==> config.mk <==
export PLATFORM = sky130hd
export DESIGN_NAME = router_pkt_tx
export DESIGN_NICKNAME = d
export VERILOG_FILES = /design/src/rtl/router_pkt_tx.sv
export SDC_FILE = /design/constraint.sdc
export NUM_CORES = 1
export LEC_CHECK = 0
export CORE_MARGIN = 4
export CORE_UTILIZATION = 55
export DETAILED_ROUTE_END_ITERATION = 12
export PLACE_DENSITY_LB_ADDON = 0.08
export REMOVE_ABC_BUFFERS = 1
export SLEW_MARGIN = 25
export SYNTH_ARGS = -nofsm -noshare
export SYNTH_HDL_FRONTEND = slang
export SYNTH_SLANG_ARGS = --single-unit
==> constraint.sdc <==
create_clock -name clk -period 3 [get_ports clk]
set_input_delay 0.45 -clock clk [delete_from_list [all_inputs] [get_ports clk]]
set_output_delay 0.45 -clock clk [all_outputs]
set_load 0.02 [all_outputs]
==> src/rtl/router_pkt_tx.sv <==
// Packet transmitter toward a router port: header, payload bytes, then parity,
// followed by a programmable idle gap before the next packet is accepted.
module router_pkt_tx #(
  parameter int IDLE_GAP = 1
) (
  input  logic       clk,
  input  logic       reset,
  input  logic       start,
  input  logic [1:0] dest_addr,
  input  logic [5:0] payload_len,
  input  logic       inj_err,
  input  logic [7:0] pl_data,
  output logic       pl_req,
  input  logic       busy,
  output logic       rdy,
  output logic       pkt_valid,
  output logic [7:0] data_out,
  output logic       done,
  output logic       err
);

  localparam int GW = (IDLE_GAP > 1) ? $clog2(IDLE_GAP) : 1;

  typedef enum logic [2:0] {IDLE, HEADER, PAYLOAD, PARITY, GAP} state_t;

  state_t          state;
  logic [1:0]      addr;
  logic [5:0]      len;
  logic            inj;
  logic [7:0]      acc;
  logic [5:0]      cnt;
  logic [GW-1:0]   gap_cnt;

  always_ff @(posedge clk or posedge reset) begin
    if (reset) begin
      state     <= IDLE;
      addr      <= '0;
      len       <= '0;
      inj       <= 1'b0;
      acc       <= '0;
      cnt       <= '0;
      gap_cnt   <= '0;
      rdy       <= 1'b1;
      pkt_valid <= 1'b0;
      done      <= 1'b0;
      err       <= 1'b0;
    end else begin
      done <= 1'b0;
      err  <= 1'b0;
      case (state)
        IDLE: begin
          if (start) begin
            if (dest_addr != 2'd3 && payload_len != 6'd0) begin
              addr      <= dest_addr;
              len       <= payload_len;
              inj       <= inj_err;
              state     <= HEADER;
              rdy       <= 1'b0;
              pkt_valid <= 1'b1;
            end else begin
              err <= 1'b1;
            end
          end
        end
        HEADER: begin
          if (!busy) begin
            state <= PAYLOAD;
            acc   <= {len, addr};
            cnt   <= len;
          end
        end
        PAYLOAD: begin
          if (!busy) begin
            acc <= acc ^ pl_data;
            cnt <= cnt - 6'd1;
            if (cnt == 6'd1) begin
              state     <= PARITY;
              pkt_valid <= 1'b0;
            end
          end
        end
        PARITY: begin
          if (!busy) begin
            state   <= GAP;
            done    <= 1'b1;
            gap_cnt <= GW'(IDLE_GAP - 1);
          end
        end
        GAP: begin
          if (gap_cnt == '0) begin
            state <= IDLE;
            rdy   <= 1'b1;
          end else begin
            gap_cnt <= gap_cnt - GW'(1);
          end
        end
        default: begin
          state     <= IDLE;
          rdy       <= 1'b1;
          pkt_valid <= 1'b0;
        end
      endcase
    end
  end

  // Payload bytes pass straight through so the FWFT buffer head is sent the
  // same cycle it is popped; all other bytes come from registered state.
  always_comb begin
    data_out = 8'h00;
    pl_req   = 1'b0;
    case (state)
      HEADER:  data_out = {len, addr};
      PAYLOAD: begin
        data_out = pl_data;
        pl_req   = ~busy;
      end
      PARITY:  data_out = acc ^ {7'b0, inj};
      default: data_out = 8'h00;
    endcase
  end

endmodule

Word-level counts from Yosys, hierarchy flattened --
Index checks and enable logic that the tools add are counted.
Cells by class: magnitude comparators 0, $add $sub $neg 2, bitwise logic cells 5, shift operators 0, eq/ne operators 13, muxes and demuxes 33, divide/modulo/power cells 0, $mul 0, reduce and logical (&&, ||, !) cells 13
Operators with widths (count):
- $pmux 8 s3 | 1
- $mux 3 | 7
- $mux 8 | 2
- $ne 2x2->1 const B | 8
- $pmux 8 s2 | 1
- $mux 1 | 15
- $pmux 3 s5 | 1
- $mux 6 | 2
- $pmux 6 s2 | 1
- $xor 8x1->8 | 1
- $xor 8x8->8 | 1
- $reduce_and 7->1 | 1
- $eq 3x2->1 const B | 2
- $eq 6x1->1 const B | 1
- $pmux 1 s3 | 2
- $reduce_and 3->1 | 2
- $reduce_bool 6->1 | 1
- $reduce_or 3->1 | 2
- $sub 6x1->6 const B | 1
- $reduce_and 5->1 | 1
- $reduce_and 4->1 | 1
- $reduce_bool 2->1 | 2
- $eq 3x1->1 const B | 1
- $eq 3x3->1 const B | 1
- 6 further kinds | 8
Storage, ports and cells: input port bits 21, memories kept 0, bits in registers 31, bits in writable memories 0, bits in latches 0, ROM bits 0, output and inout port bits 13

Depth between registers and ports, before layout --
Gate-level depths: netlist (run 1).
depth in word-level cells 5, gate-level depth with buffers 7, depth with buffers taken out 6

Least setup slack after synthesis (run 1) --
Ideal clock, no wire load.
kind reg-to-output, from reg state[0], to out pl_req, stages on the path, launching flop included 6, data arrival time 1318 ps, data required time 2550 ps, path buffers 3, slack 1232 ps, path through dfrtp_1 -> buf_4 -> or3b_1 -> buf_2 -> buf_6 -> nor2_2
On the way: longest elaborated chain between the ends 2
Ends and longest elaborated chain:
- from (decl) | line 26 | state_t state;
- from (signal assigned) | line 36 | state <= IDLE;
- from (signal assigned) | line 57 | state <= HEADER;
- from (signal assigned) | line 67 | state <= PAYLOAD;
- $eq 3x2->1 | line 111 | case (state)
- $mux 1 | line 111
- to (decl) | line 13 | output logic pl_req,
No other way between the ends.

Worst setup path after layout (run 1) --
from reg state[1], to out data_out[5]
On the way: longest elaborated chain between the ends 2
Ends and longest elaborated chain:
- $eq 3x2->1 / $eq 3x1->1 (equally long branches) | line 111
- $pmux 8 s3 (*) | line 111
- to (decl) | line 17 | output logic [7:0] data_out,
Every way passes the cells marked *; elsewhere a longest branch is shown, timed or not.

==> metrics.md, run 1 <==
| Metric | Value |
|---|---|
| Critical Path Slowest Stage Cell | `clkdlybuf4s50_1` |
| Detailed placement HPWL | `around 3 mm` |
| Final worst setup slack | `0.2619 ns` |
| Pwr Total | `approximately 2.5 mW` |
| Post-synth top area cell | `dfrtp_1` |
| Row Count | `20` |
| Die width | `roughly 65 um` |
| Largest net degree at the start of global routing | `31` |
| ANT cells | `0` |
| Crit. End Element | `output pin` |
| Crit path kind | `reg -> out` |
| Cell count after placement | `approximately 250` |
| Boundary Pins | `34` |
| Lkg Pwr | `0.9036 nW` |
| Initial antenna violation count | `0` |
| Synthesized cell area | `between 1500 and 2000 um2` |
| M1 wire length | `around 1.8 mm` |
| Residual DRC count | `0` |
| Main synth FF type | `dfrtp_1` |
| Fin util | `0.7156` |
| GRT Total Usage | `0.2192` |
| Die H | `around 65 um` |
| Post-synth ARST share | `1.000` |
| Initial Utilization | `0.5795` |
| Normalized max-slew margin | `0.5695` |
| Final WL | `slightly above 4 mm` |
| F_max | `between 300 and 400 MHz` |
| Pwr/cell area | `1139 nW/um2` |
| Period Utilization, post-route | `0.9127` |
| Final setup skew | `between 0.01 and 0.015 ns` |
| H-tree depth | `2` |
| Layout fillers | `261` |
| Core ar. | `a little over 3000 um2` |
| Die footprint | `between 4000 and 5000 um2` |
| Met2 WL | `about 2.0 mm` |
| Top post-synthesis cells by area | `dfrtp_1 (41%), mux2_4 (6.8%), mux2_2 (5.1%)` |
| Peak supply drop | `between 0.6 and 0.7 mV` |
| Vias per inst | `approximately 5.8` |
| Vias in the first global route | `1516` |
| First drt pass iteration count | `4` |
| Crit-path max cell delay | `slightly above 0.6 ns` |
| DR vias | `1488` |
| Endpoints failing hold | `0` |
| Multi-input gate area in the final layout | `908.4 um2` |
| CP Max Fanout | `9` |
| Type of the tightest min-delay check | `in -> async` |
| Drt initial violations | `about 70` |
| Clk_lat worst skew | `0.34 ns` |
| Post-synthesis cell count | `~180` |
| Post-Layout Cell Count | `~260` |
| Clk sink count | `30` |
| Worst-path cell chain | `nor2b_1 > buf_4 > a22oi_1 > nor2_1 > clkdlybuf4s50_1` |
| FF+latch area | `about 750 um2` |
| First-pass GRT wire length | `about 7 mm` |
| GP Congestion | `0.8209` |
| Routed len/inst | `~16 um` |
| Top routing layer in use | `met4` |
| Dpl ws | `0.6631 ns` |
| RSZ-0062 raised after global routing | `false` |
| Sequential area share after synthesis | `0.4250` |
| Buffers on Ports | `33` |
| TritonCTS clock tree | `yes` |
| Num CTS Buffers | `5` |
| Yosys top cell area share | `0.4102` |
| Area delta synth->final | `23.48%` |
| Worst-Margin Slew | `about 0.64 ns` |
| Yosys Warn Count | `0` |
| Post-synth EDFFs | `0` |
| Nature of the critical path startpoint | `register` |
| Setup TNS | `0 ns` |
| Layout cells sized above 1 | `0.1887` |
| Max Slew Vio Count | `0` |
| FF-to-FF setup slack | `about 0.87 ns` |
| Mean Syn Cell Area | `between 9 and 10 um2` |
| FF+latch count, synth | `30` |
| Post-CTS setup buffer count | `0` |
| Worst Path Arrival | `about 2.3 ns` |
| Max Cap Viol | `0` |
| Met3 WL | `between 200 and 250 um` |
| Post-CTS Hold Fix Bufs | `0` |
| Outcome | `completed` |
| Root buf cell | `clkbuf_4` |
| GRT overflow | `0` |
| Nets@finish | `approximately 230` |
| Clock Path Buffers | `2` |
| Remaining antenna violation count after routing | `0` |
| Post-cts sizing count | `0` |
| Final setup vio count | `0` |
| Time the worst path needs with I/O delays and setup | `between 2 and 3 ns` |
| Post-synth cell types | `41` |
| Reg clk slew, reported paths | `0.10 ns` |
| CP required | `2.55 ns` |
## critical path: cells and delay by family, from the launching register on
kind / cells / cell delay [ns]
flops: 1 / 0.53
buf+inv: 2 / 0.83
simple gates: 2 / 0.49
compound gates: 1 / 0.09
## final timing paths
check,to,cells after the start,from
min reg2reg,rdy,2,rdy
max reg2reg,cnt[5],6,state[1]
min,acc[1],3,reset
max in group asynchronous,rdy,3,reset
max,data_out[5],5,state[1]
min in group clk,rdy,2,rdy
## power by group
group	switching (mW)	internal (mW)	total (mW)
clock	0.143	0.113	0.257
sequential	0.176	0.604	0.779
combinational	0.720	0.731	1.45
total	1.04	1.45	2.49
## state kept, by name, indices dropped and copies added, names as in the netlist, 2 cells and up
register	count
acc	8
cnt	6
len	6
state	3
addr	2
## synthesized netlist by cell type, types with 2 or more instances
library cell and n:
a31oi_1 4, a21oi_1 13, nor2_2 4, xnor2_1 3, mux2_2 8, o21ai_0 9, a22oi_1 11, o21ai_1 3
buf_4 2, mux2_4 8, nand3_1 5, nor4bb_1 3, inv_1 5, nand2b_1 4, nor2b_1 2, nor2_1 24
buf_2 6, o22a_1 5, dfrtp_1 29, nor3b_1 2, ha_1 2, buf_6 3, clkbuf_1 3, nand2_1 2
## placed cells by master, fill, tap and decap left out, types with 4 or more instances in the layout
master and instances:
a21oi_1 13, clkbuf_4 5, dfrtp_1 29, nor2_1 24
mux2_4 8, mux2_2 8, o22a_1 5, nand2b_1 4
a22oi_1 11, a31oi_1 4, inv_1 5, clkdlybuf4s50_1 33
nand3_1 5, buf_4 8, o21ai_0 9, nor2_2 4
## layer usage
layer / vias up / track usage
met3: 7 / 0.06932
met4: 0 / 0.07124
met1: 731 / 0.2813
met5: - / 0
met2: 42 / 0.3499
li1: 708 / -
## cell families (layout without fill, tap and decap cells)
group,count (synthesis),after routing,synth area share
AOI/OAI and AO/OA,51,51,0.1846
and+or+nand+nor,56,56,0.1810
buffers and inverters,19,54,0.06153
muxes,16,16,0.1188
xor gates and xnor gates,3,3,0.01485
DFF,30,30,0.4250
adders and majority gates,2,2,0.01414
## layout make-up
class,instances,share of cell area
sequential,30,0.3442
multi-input combinational,128,0.4158
timing repair buffer,41,0.1787
tap,44,0.02520
inverter,5,0.008591
clock inverter,1,0.002291
clock buffer,7,0.02520
## per-stage QoR
step                      hold WS (ns)  instance area (um2)
after floorplan                 0.4729                 1679
after global placement          0.4754                 2125
after detailed placement        0.4787                 2125
after CTS                       0.4875                 2185
after global routing            0.5153                 2185
final                           0.4684                 2185
Note: power is estimated with default switching activity, not from simulation.
==> inputs of run 2 (changes only) <==
--- a/config.mk
+++ b/config.mk
@@ -6,7 +6,7 @@
 export NUM_CORES = 1
 export LEC_CHECK = 0
 export CORE_MARGIN = 4
-export CORE_UTILIZATION = 55
+export CORE_UTILIZATION = 51
 export DETAILED_ROUTE_END_ITERATION = 12
 export PLACE_DENSITY_LB_ADDON = 0.08
 export REMOVE_ABC_BUFFERS = 1
==> constraint.sdc (replaced) <==
create_clock -name clk -period 2.88 [get_ports clk]
set_input_delay 0.432 -clock clk [delete_from_list [all_inputs] [get_ports clk]]
set_output_delay 0.432 -clock clk [all_outputs]
set_load 0.02 [all_outputs]
==> run 2 against run 1 <==
Global-route usage about the same. Die area up 6.9%. Non-clock buffer count stayed put. Core utilization is 6.0 points lower. Hold slack worse by 0.016 ns. Worst setup slack lost 0.034 ns. Largest cell class unchanged.
==> metrics.md, run 2 (synthesized netlist as in run 1, its figures left out) <==
| Metric | Value |
|---|---|
| Outcome | `completed` |
| Nets@finish | `234` |
| Crit-path max cell delay | `approximately 0.76 ns` |
| TritonCTS clock tree | `yes` |
| ANT cells | `0` |
| Setup TNS | `0 ns` |
| Max Cap Viol | `0` |
| Initial Utilization | `0.5302` |
| Max Slew Vio Count | `0` |
| Crit path kind | `reg -> out` |
| Reg2Reg Depth | `5` |
| Endpoints failing hold | `0` |
| Row Count | `21` |
| First drt pass iteration count | `4` |
| Vias per inst | `slightly below 6` |
| Reg2reg start | `state[0]` |
| Post-CTS setup buffer count | `0` |
| Cell count after placement | `250` |
| Drt initial violations | `76` |
| Boundary Pins | `34` |
| GRT Total Usage | `0.2193` |
| H-tree depth | `2` |
| Final WL | `~4.4 mm` |
| GRT overflow | `0` |
| CP required | `between 2 and 2.5 ns` |
| Remaining antenna violation count after routing | `0` |
| RR Endpoint | `pkt_valid` |
| Grt met2 use | `0.3725` |
| Most frequent cells in the layout | `clkdlybuf4s50_1 (33), dfrtp_1 (28), nor2_1 (24)` |
| Biggest register | `acc` |
| First-pass GRT wire length | `about 7.3 mm` |
| Vias in the first global route | `approximately 1500` |
| Buffers on Ports | `33` |
| Final setup skew | `roughly 0.016 ns` |
| Layout cells sized above 1 | `0.1934` |
| Core ar. | `approximately 3300 um2` |
| Most common cell after layout, fill and taps aside | `clkdlybuf4s50_1` |
| Detailed placement HPWL | `approximately 3.1 mm` |
| Clk_lat worst skew | `~0.34 ns` |
| Largest register FFs | `8` |
| Period Utilization, post-route | `0.9207` |
| Die width | `66.90 um` |
| Grt met1 use | `0.2643` |
| CP Max Fanout | `19` |
| Die H | `66.90 um` |
| Pwr/cell area | `between 1000 and 1500 nW/um2` |
| Worst Path Arrival | `roughly 2.2 ns` |
| GRT Max-Usage Layer | `met2` |
| Largest net degree at the start of global routing | `31` |
| Post-Layout Cell Count | `258` |
| Finished Cell Area | `2188 um2` |
| Residual DRC count | `0` |
| Root buf cell | `clkbuf_4` |
| Placed Instance Area | `about 2100 um2` |
| Top flop regs | `acc: 8 flops, cnt: 6 flops, len: 6 flops` |
| Worst-Margin Slew | `around 0.64 ns` |
| Time the worst path needs with I/O delays and setup | `between 2 and 3 ns` |
| Type of the tightest min-delay check | `in -> async` |
| M3 GR Usage | `0.05902` |
| Area delta synth->final | `23.69%` |
| DR vias | `1497` |
| Clock Path Buffers | `2` |
| Initial antenna violation count | `0` |
| GP Congestion | `0.8564` |
| Nature of the critical path startpoint | `register` |
| RSZ-0062 raised after global routing | `false` |
| Crit. End Element | `output pin` |
| Worst-path cell chain | `nor2b_1 > buf_4 > a22oi_1 > nor2_1 > clkdlybuf4s50_1` |
| F_max | `377.1 MHz` |
| Num CTS Buffers | `5` |
| Die footprint | `4476 um2` |
| Routed len/inst | `roughly 17 um` |
| FF-to-FF setup slack | `approximately 1.1 ns` |
| Reg clk slew, reported paths | `about 0.1 ns` |
| Final setup vio count | `0` |
| Lkg Pwr | `between 0.9 and 1 nW` |
| Peak supply drop | `between 0.6 and 0.7 mV` |
| Normalized max-slew margin | `0.5760` |
| Clk sink count | `30` |
| Critical Path Slowest Stage Cell | `dfrtp_1` |
-- run 2: cell count changes in the layout (fill, tap and decap cells not counted) --
cell     previous run  this run
dfrtp_1            29        28
dfrtp_2             0         1
-- run 2: critical path, delay by kind of cell, from the launching register on --
family,cells,cell delay (ns)
simple gates,2,0.21
flops,1,0.76
compound gates,1,0.19
buf+inv,2,0.73
-- run 2: layout make-up --
class,instances,area [um2]
Clock buffer,7,55.05
Clock inverter,1,5.005
Fill cell,300,1149
Inverter,5,18.77
Multi-Input combinational cell,128,908.4
Sequential cell,30,753.2
Tap cell,46,57.56
Timing Repair Buffer,41,390.4
-- run 2: per-stage QoR --
stage	setup slack [ns]	hold slack, ns	power, mW	util
2_1_floorplan	0.8934	0.4729	1.791	-
3_3_place_gp	0.5211	0.4772	2.282	0.6374
3_5_place_dp	0.4800	0.4912	2.355	0.6374
4_1_cts	0.08351	0.4708	2.627	0.6554
5_1_grt	0.06182	0.4674	2.825	0.6558
6_report	0.2284	0.4527	2.630	0.6558
-- run 2: where the power goes --
part           internal, mW  switching (mW)
Clock                 0.118           0.151
Sequential            0.629           0.242
Combinational         0.761           0.729
Total                  1.51            1.12
-- run 2: worst max path at each step --
stage / startpoint / endpoint / slack [ns] / cells past startpoint
finish: state[0] / data_out[1] / 0.23 / 5
detailed placement: state[1] / data_out[1] / 0.48 / 5
global route: state[0] / data_out[4] / 0.06 / 5
floorplan: state[1] / cnt[5] / 0.89 / 4
global placement: state[1] / data_out[5] / 0.52 / 5
CTS: state[1] / data_out[5] / 0.08 / 5
-- run 2: repair_timing --
| action | 4_1_cts | 5_1_grt |
|---|---|---|
| hold buffers | 0 | 0 |
| endpoints found under the setup margin | 0 | 8 |
| resized for setup | 0 | 1 |
-- run 2: metal layers --
layer,share of wire,wire length (um)
met1,0.43,1895
met2,0.50,2198
met3,0.050,220
met4,0.018,78
met5,0,0
==> patch, RTL diff (flow settings as in run 1) <==
Re-encode `state_t` (5 states) as one-hot, 5 bits wide.
--- a/src/rtl/router_pkt_tx.sv
+++ b/src/rtl/router_pkt_tx.sv
@@ -21,7 +21,7 @@
 
   localparam int GW = (IDLE_GAP > 1) ? $clog2(IDLE_GAP) : 1;
 
-  typedef enum logic [2:0] {IDLE, HEADER, PAYLOAD, PARITY, GAP} state_t;
+  typedef enum logic [4:0] {IDLE = 5'b00001, HEADER = 5'b00010, PAYLOAD = 5'b00100, PARITY = 5'b01000, GAP = 5'b10000} state_t;
 
   state_t          state;
   logic [1:0]      addr;
Formal check against the unedited RTL: same outputs for any inputs over 10 cycles, from zero or initial values and one cycle with reset high; not proved beyond that.
==> patch against run 1 <==
  * Area after synthesis up 1.2%
  * Sequential cell count rose by 2
  * First-iteration DRC count grew to 2.9 times the old value
  * Cell count rose by 3.5%
  * Critical path depth up 1
  * Routed wire length grew 15%
  * Register-to-register slack got worse by 240 ps
  * Worst hold slack better by 22 ps
  * Final area grew 1.7%
  * Worst setup slack worse by 78 ps
  * Die area up 1.1%
Power is not compared: it rests on default switching activity, and its combinational part moved more than twofold at a synthesized area within 25%.
==> patch: results (changes against run 1) <==
- Register area share after synthesis: 44.86% (+2.4 points)
- CTS clk-pin slew, worst paths: 100 ps (about the same)
- CP top delay family: buffers and inverters
- Worst-Margin Slew: 1049 ps (+406.7 ps)
- RR Endpoint: inj
- Largest cells by area after synthesis: dfrtp_1, o22a_1, mux2_2
- Primary FF master, synth: dfrtp_1
- Placer Congestion: 0.8395 (+2.3%)
- Root buf cell: clkbuf_4
- Asr flop ratio synth: 100.0% (unchanged)
- Largest registers: acc x8, cnt x6, len x6
- Top cells by count, synth: dfrtp_1, nand2_1, a21oi_1
- Syn Area/Cell: 9.575 µm² (-4.2%)
- Share of cells above drive strength 1: 13.12% (-5.7 points)
- CP max FO: 11 (+2)
- Nets: 243 (+3.8%)
- Post-CTS Setup Bufs: 0 (unchanged)
- Setup slack, reg-to-reg: 630 ps (-240 ps)
- First DRT Iteration DRCs: 205 (+190%)
- Max clock buf depth: 2 (unchanged)
- YS warnings: 0 (unchanged)
- Worst setup endpoint: data_out[3]
- LEAKAGE: 0.9188 nW
- Worst Setup SP: state[1]
- Post-CTS sizing: 0 (unchanged)
- DRT Pass-1 Iters: 5 (+1)
- Pre-CTS setup slack: 429.8 ps (-233.3 ps)
- Placed cells: 257 (+3.6%)
- First-pass GRT wire length: 7.783 mm (+9.6%)
- Max VDD drop: 0.5339 mV
- Critical Path Slowest Stage Cell: clkdlybuf4s50_1
- Initial antenna violation count: 0 (unchanged)
- Largest net degree at the start of global routing: 33 (+6.5%)
- # diodes: 0 (unchanged)
- Worst hold slack: 490.7 ps (+22.33 ps)
- Post-synth cell types: 43 (+4.9%)
- Dpl cell area: 2153 µm² (+1.4%)
- Vias: 1660 (+12%)
- Filler instances: 242 (-7.3%)
- Status: finished clean
- Routed WL: 4.674 mm (+15%)
- R2r worst-path depth: 4 (-2)
- Clock Skew: 10.38 ps (-0.2800 ps)
- CTS buffer count: 5 (unchanged)
- IO buf count: 33 (unchanged)
- Post-DP HPWL: 3.235 mm (+8.3%)
- Hold Path Class: in -> async
- Total number of H-tree levels: 2 (unchanged)
- RR Startpoint: state[0]
- GRT Total Usage: 24.16% (+2.2 points)
- DR vias/cell: 6.264 (+7.8%)
- Critical Path AT: 2370 ps (+80 ps)
- Clk Latency, worst-skew pair: 340 ps (about the same)
- Critical path's largest stage delay: 610 ps
-- patch: cell count changes in the layout (fill, tap and decap cells not counted), moves of 5 or more --
cell and change:
a31oi_1 +5, mux2_4 -8, nand2_1 +17, nand3_1 -5
nor2_1 -13, o21a_1 +8, o22a_1 +5
-- patch: routing by layer --
metal,part of all wire [%],vias up,global-route usage [%]
met1,42,801,30.63
met3,8.6,15,7.626
met5,0,-,0
met2,47,84,38.70
met4,2.8,0,8.808
li1,-,760,-
-- patch: tightest hold or removal path, cell delays in order --
cell and delay (ps):
clkdlybuf4s50_1 400, inv_1 50, buf_4 360
-- patch: area by class of cell --
| type | count | area (µm²) | share of cell area [%] |
|---|---|---|---|
| Timing Repair Buffer | 40 | 382.9 | 17.23 |
| Clock buffer | 7 | 55.05 | 2.477 |
| Sequential cell | 32 | 803.3 | 36.15 |
| Multi-Input combinational cell | 134 | 892.1 | 40.15 |
| Tap cell | 44 | 55.05 | 2.477 |
| Clock inverter | 1 | 7.507 | 0.3378 |
| Inverter | 7 | 26.28 | 1.182 |
-- patch: where the power goes --
group / total [mW] / internal, mW / leakage (nW) / switching [mW]
clock: 0.267 / 0.115 / 0.0315 / 0.152
sequential: 0.805 / 0.625 / 0.381 / 0.180
combinational: 0.685 / 0.342 / 0.506 / 0.343
total: 1.76 / 1.08 / 0.919 / 0.675
-- patch: cell families (layout without fill, tap and decap cells) --
kind of cell             after synthesis  in the layout  share of synthesized area (%)
adder cells (fa/ha/maj)                2              2                          1.397
multiplexers                           9              9                          5.661
flip-flops                            32             32                          44.86
buffers and inverters                 21             55                          5.661
AND/OR/NAND/NOR                       52             52                          14.54
AO/OA/AOI/OAI                         69             69                          26.91
XOR/XNOR                               2              2                         0.9785
